`src/rtl/hram_word_packer.sv`:
```
// Packs RATIO consecutive FIFO words into one wide beat for the HRAM write path.
// A partial beat goes out with a lane-keep mask on idle timeout or on a flush request.
module hram_word_packer #(
    parameter int WIDTH   = 8,
    parameter int RATIO   = 4,
    parameter int TIMEOUT = 16
) (
    input  logic                   out_clk,
    input  logic                   reset,
    input  logic                   fifo_e,
    input  logic [WIDTH-1:0]       fifo_dout,
    output logic                   fifo_rd,
    input  logic                   flush,
    output logic [WIDTH*RATIO-1:0] pkt_data,
    output logic [RATIO-1:0]       pkt_keep,
    output logic                   pkt_valid,
    input  logic                   pkt_ready
);

    localparam int FW = $clog2(RATIO + 1);
    localparam int IW = (TIMEOUT > 0) ? $clog2(TIMEOUT + 1) : 1;
    localparam logic [FW-1:0] FILL_MAX = FW'(RATIO);
    localparam logic [IW-1:0] IDLE_MAX = IW'(TIMEOUT);

    typedef enum logic {FILL, HOLD} state_t;

    state_t                   state, state_nxt;
    logic [FW-1:0]            fill_cnt, fill_nxt;
    logic                     rd_pend;
    logic [IW-1:0]            idle_cnt, idle_nxt;
    logic                     flush_req, flush_nxt;
    logic [WIDTH*RATIO-1:0]   data_q, data_nxt;
    logic [RATIO-1:0]         keep_q, keep_nxt;
    logic                     valid_q, valid_nxt;
    logic [FW:0]              occupancy;
    logic                     full, timed_out, flushed;

    // Words already captured plus the one still in flight must leave room in the beat.
    assign occupancy = {1'b0, fill_cnt} + {{FW{1'b0}}, rd_pend};

    always_comb begin
        state_nxt = state;
        fill_nxt  = fill_cnt;
        idle_nxt  = idle_cnt;
        flush_nxt = flush_req;
        data_nxt  = data_q;
        keep_nxt  = keep_q;
        valid_nxt = valid_q;
        full      = 1'b0;
        timed_out = 1'b0;
        flushed   = 1'b0;
        fifo_rd   = !reset && (state == FILL) && !fifo_e &&
                    (occupancy < {1'b0, FILL_MAX}) && !flush_req;

        case (state)
            FILL: begin
                for (int k = 0; k < RATIO; k++) begin
                    if (rd_pend && (fill_cnt == FW'(k))) begin
                        data_nxt[k*WIDTH +: WIDTH] = fifo_dout;
                        keep_nxt[k]                = 1'b1;
                    end
                end
                if (rd_pend) begin
                    fill_nxt = fill_cnt + FW'(1);
                end

                if (rd_pend || !fifo_e) begin
                    idle_nxt = '0;
                end else if ((fill_cnt != '0) && (idle_cnt != IDLE_MAX)) begin
                    idle_nxt = idle_cnt + IW'(1);
                end

                // A flush with nothing captured and nothing in flight is simply dropped.
                if (flush) begin
                    flush_nxt = 1'b1;
                end else if (flush_req && !rd_pend && (fill_cnt == '0)) begin
                    flush_nxt = 1'b0;
                end

                full      = (fill_nxt == FILL_MAX);
                timed_out = (TIMEOUT > 0) && (idle_nxt == IDLE_MAX) && (fill_nxt != '0);
                flushed   = flush_req && !rd_pend && (fill_nxt != '0);

                if (full || timed_out || flushed) begin
                    state_nxt = HOLD;
                    valid_nxt = 1'b1;
                    idle_nxt  = '0;
                    flush_nxt = 1'b0;
                end
            end
            HOLD: begin
                if (pkt_ready) begin
                    state_nxt = FILL;
                    valid_nxt = 1'b0;
                    fill_nxt  = '0;
                    keep_nxt  = '0;
                    data_nxt  = '0;
                    flush_nxt = 1'b0;
                end
            end
        endcase
    end

    always_ff @(posedge out_clk) begin
        if (reset) begin
            state     <= FILL;
            fill_cnt  <= '0;
            rd_pend   <= 1'b0;
            idle_cnt  <= '0;
            flush_req <= 1'b0;
            data_q    <= '0;
            keep_q    <= '0;
            valid_q   <= 1'b0;
        end else begin
            state     <= state_nxt;
            fill_cnt  <= fill_nxt;
            rd_pend   <= fifo_rd;
            idle_cnt  <= idle_nxt;
            flush_req <= flush_nxt;
            data_q    <= data_nxt;
            keep_q    <= keep_nxt;
            valid_q   <= valid_nxt;
        end
    end

    assign pkt_data  = data_q;
    assign pkt_keep  = keep_q;
    assign pkt_valid = valid_q;

endmodule

```
`config.mk`:
```
export PLATFORM = sky130hd
export DESIGN_NAME = hram_word_packer
export DESIGN_NICKNAME = d
export VERILOG_FILES = /design/src/rtl/hram_word_packer.sv
export SDC_FILE = /design/constraint.sdc
export NUM_CORES = 1
export LEC_CHECK = 0
export BUFFER_PORTS_ARGS = -buffer_cell sky130_fd_sc_hd__buf_2
export CAP_MARGIN = 20
export CORE_MARGIN = 2
export CORE_UTILIZATION = 56
export CTS_CLUSTER_SIZE = 40
export DETAILED_ROUTE_END_ITERATION = 12
export PLACE_DENSITY = 0.83
export SKIP_CTS_REPAIR_TIMING = 1
export SYNTH_ARGS = -nofsm -noshare
export SYNTH_HDL_FRONTEND = slang
export SYNTH_SLANG_ARGS = --single-unit
```
`constraint.sdc`:
```
create_clock -name out_clk -period 4.15 [get_ports out_clk]
set_input_delay 0.2075 -clock out_clk [delete_from_list [all_inputs] [get_ports out_clk]]
set_output_delay 0.2075 -clock out_clk [all_outputs]
set_load 0.005 [all_outputs]
```
==> impl_metrics.env <==
export IMPL_outcome="finished, final reports clean"
export IMPL_cp_max_fo=6
export IMPL_yosysSeqAreaShare_pct=47.4
export IMPL_fin_skew_ps=11.2
export IMPL_dp_cells=295
export IMPL_clock_sinks=48
export IMPL_clock_latency_ps=360
export IMPL_hpwl_um=3360
export IMPL_syn_area_per_cell_um2=9.69
export IMPL_min_period_ps=2200
export IMPL_slew_violations=0
export IMPL_critPathCaptureType="flop"
export IMPL_finalSetupViolCount=0
export IMPL_maxSlewHeadroom_pct=40.7
export IMPL_fin_cells=303
export IMPL_grt_pass1_vias=1675
export IMPL_clk_pin_slew_worst_paths_ps=130
export IMPL_async_reset_ff_share_pct=0
export IMPL_setup_worst_path_start_class="flop"
export IMPL_fmax_mhz=455
export IMPL_drt_iter0_drc=91
export IMPL_fin_setup_tns_ps=0
export IMPL_synth_flop_cell="dfxtp_1"
export IMPL_htreeDepth=2
export IMPL_antenna_found_initial=0
export IMPL_rsz0062_at_grt="false"
export IMPL_die_y_um=64.1
export IMPL_io_pins=51
export IMPL_leakage_nw=1.11
export IMPL_syn_area_um2=2030
export IMPL_n_fill_cell=287
export IMPL_grt_max_degree=21
export IMPL_numCtsBuffers=5
export IMPL_ys_ff_latch=48
export IMPL_drv_cap=0
export IMPL_initial_core_util_pct=59.3
export IMPL_dr_pass1_iters=5
export IMPL_yosysWarnings=0
export IMPL_crit_path_top_delay_cell="or3_4"
export IMPL_slowest_delay_ps=420
export IMPL_synth_nets=230
export IMPL_area_delta_synth_final_pct=17.5
export IMPL_cp_cell_sequence="ha_1, ha_1, and3b_1, o21bai_1, o221ai_2, or3_4, a21oi_1"
export IMPL_routed_wl_um=4640
export IMPL_routed_via_count=1798
export IMPL_tightest_slew_ps=885
export IMPL_clk_path_buf_depth=2
export IMPL_grt_overflow_total=0
export IMPL_vias_per_cell=5.93
export IMPL_ant_nets=0
export IMPL_grt_pass1_wl_um=7730
export IMPL_synth_edf_count=0
export IMPL_final_nets=277
export IMPL_core_area_um2=3420
export IMPL_die_x_um=64.1
export IMPL_post_route_drc_count=0
export IMPL_antennaDiodeCount=0
export IMPL_num_rows=21
export IMPL_cp_common_cell="ha_1"
export IMPL_final_hold_viol_count=0
export IMPL_io_buffers=50
export IMPL_power_total_mw=1.09
export IMPL_wl_per_cell_um=15.3
export IMPL_arrival_ps=2470
export IMPL_cts_tree="yes"
export IMPL_ys_types=41
export IMPL_netlist_instances=209
export IMPL_fp_dieArea_um2=4110
export IMPL_worst_setup_path_type="reg -> reg"
export IMPL_root_buffer="clkbuf_4"
export IMPL_power_density_nw_per_um2=459
export IMPL_critPathRequiredTime_ps=4420
export IMPL_max_vdd_ir_drop_mv=0.256
export IMPL_period_share_pct=53.0
export IMPL_track_usage_pct=23.9
export IMPL_drive_above_1_share_pct=25.7
export IMPL_hold_class="in -> reg"
export IMPL_gp_congestion=0.834
-- placed cells by master, fill, tap and decap left out, drive strengths merged, types with 2 or more instances in the layout --
cell type,Yosys,layout
buf,4,51
dfxtp,48,48
a22o,29,29
nand2,15,15
nor2,12,12
a21oi,12,12
inv,10,10
ha,8,8
o21ai,7,7
nor4,6,6
clkbuf,7,6
nand3,5,5
and2,5,5
a21o,4,4
nor3,4,4
and3,4,4
a31oi,3,3
a22oi,3,3
nand4,3,3
nand2b,2,2
nor3b,2,2
a211oi,2,2
or3,2,2
-- cell usage after synthesis (all sizes together), types with 2 or more instances --
| cell | instances | share of area (%) |
|---|---|---|
| dfxtp | 48 | 47 |
| a22o | 29 | 13 |
| nand2 | 15 | 2.8 |
| a21oi | 12 | 3.0 |
| nor2 | 12 | 2.2 |
| inv | 10 | 1.9 |
| ha | 8 | 4.9 |
| clkbuf | 7 | 1.3 |
| o21ai | 7 | 1.7 |
| nor4 | 6 | 1.9 |
| and2 | 5 | 1.5 |
| nand3 | 5 | 1.2 |
| a21o | 4 | 1.5 |
| and3 | 4 | 1.4 |
| buf | 4 | 1.2 |
| nor3 | 4 | 0.99 |
| a22oi | 3 | 1.1 |
| a31oi | 3 | 0.93 |
| nand4 | 3 | 0.93 |
| a211oi | 2 | 0.99 |
| nand2b | 2 | 0.62 |
| nor3b | 2 | 0.74 |
| or3 | 2 | 0.86 |
-- power breakdown --
part | internal (mW) | switching, mW
clock network | 0.144 | 0.148
logic | 0.0942 | 0.161
registers | 0.499 | 0.0457
total | 0.738 | 0.355
-- registers in the layout, summed over array words and instances, names as in the netlist --
| signal | cells |
|---|---|
| fill_cnt | 3 |
| flush_req | 1 |
| idle_cnt | 5 |
| pkt_data | 32 |
| pkt_keep | 4 |
| pkt_valid | 1 |
| rd_pend | 1 |
| state | 1 |
-- path summary, 6_finish.rpt --
| path | endpoint | slack (ps) | startpoint | depth (start not counted) |
|---|---|---|---|---|
| hold / removal | rd_pend | 40 | fifo_e | 2 |
| setup reg to reg | pkt_valid | 1950 | fill_cnt[1] | 7 |
| setup / recovery | pkt_valid | 1950 | fill_cnt[1] | 7 |
| hold reg to reg | pkt_keep[1] | 480 | pkt_keep[1] | 1 |
-- cell type report --
type,count,area [um^2],area share (%)
clock buffer,6,51.3,2.16
clock inverter,2,38.8,1.63
inverter,10,37.5,1.58
tap,46,57.6,2.42
timing repair buffer,51,258,10.8
multi-input combinational,140,976,41.0
sequential,48,961,40.4
-- critical path: cells and delay by family (launching register included) --
family	cells	cell delay [ps]
AO/OA/AOI/OAI	3	670
AND/OR/NAND/NOR	2	580
adder cells (fa/ha/maj)	2	500
flip-flops	1	380
-- stage by stage --
stage	hold slack [ps]	util, %	cell area [um^2]	worst slack (ps)
floorplan	285	-	2030	2120
global placement	407	67.0	2290	2040
detailed placement	406	67.0	2290	1970
CTS	27.0	69.7	2380	1960
global route	32.1	69.7	2380	1810
finish	36.1	69.7	2380	1950
-- cell families (layout without fill, tap and decap cells) --
group                    count (synthesis)  after routing  synth area share (%)
AO/OA/AOI/OAI                           66             66                  24.4
AND/OR/NAND/NOR                         64             64                  17.9
flip-flops                              48             48                  47.4
buffers and inverters                   21             69                  4.39
adder cells (fa/ha/maj)                  8              8                  4.94
XOR/XNOR                                 1              1                 0.432
multiplexers                             1              1                 0.556
-- routing by layer --
layer	up-vias	track usage, %	wire [um]
met2	61	38.3	2220
met5	-	0	0
met1	857	32.2	2090
met3	9	4.75	252
li1	871	-	-
met4	0	7.98	72
(Power assumes the default switching activity.)
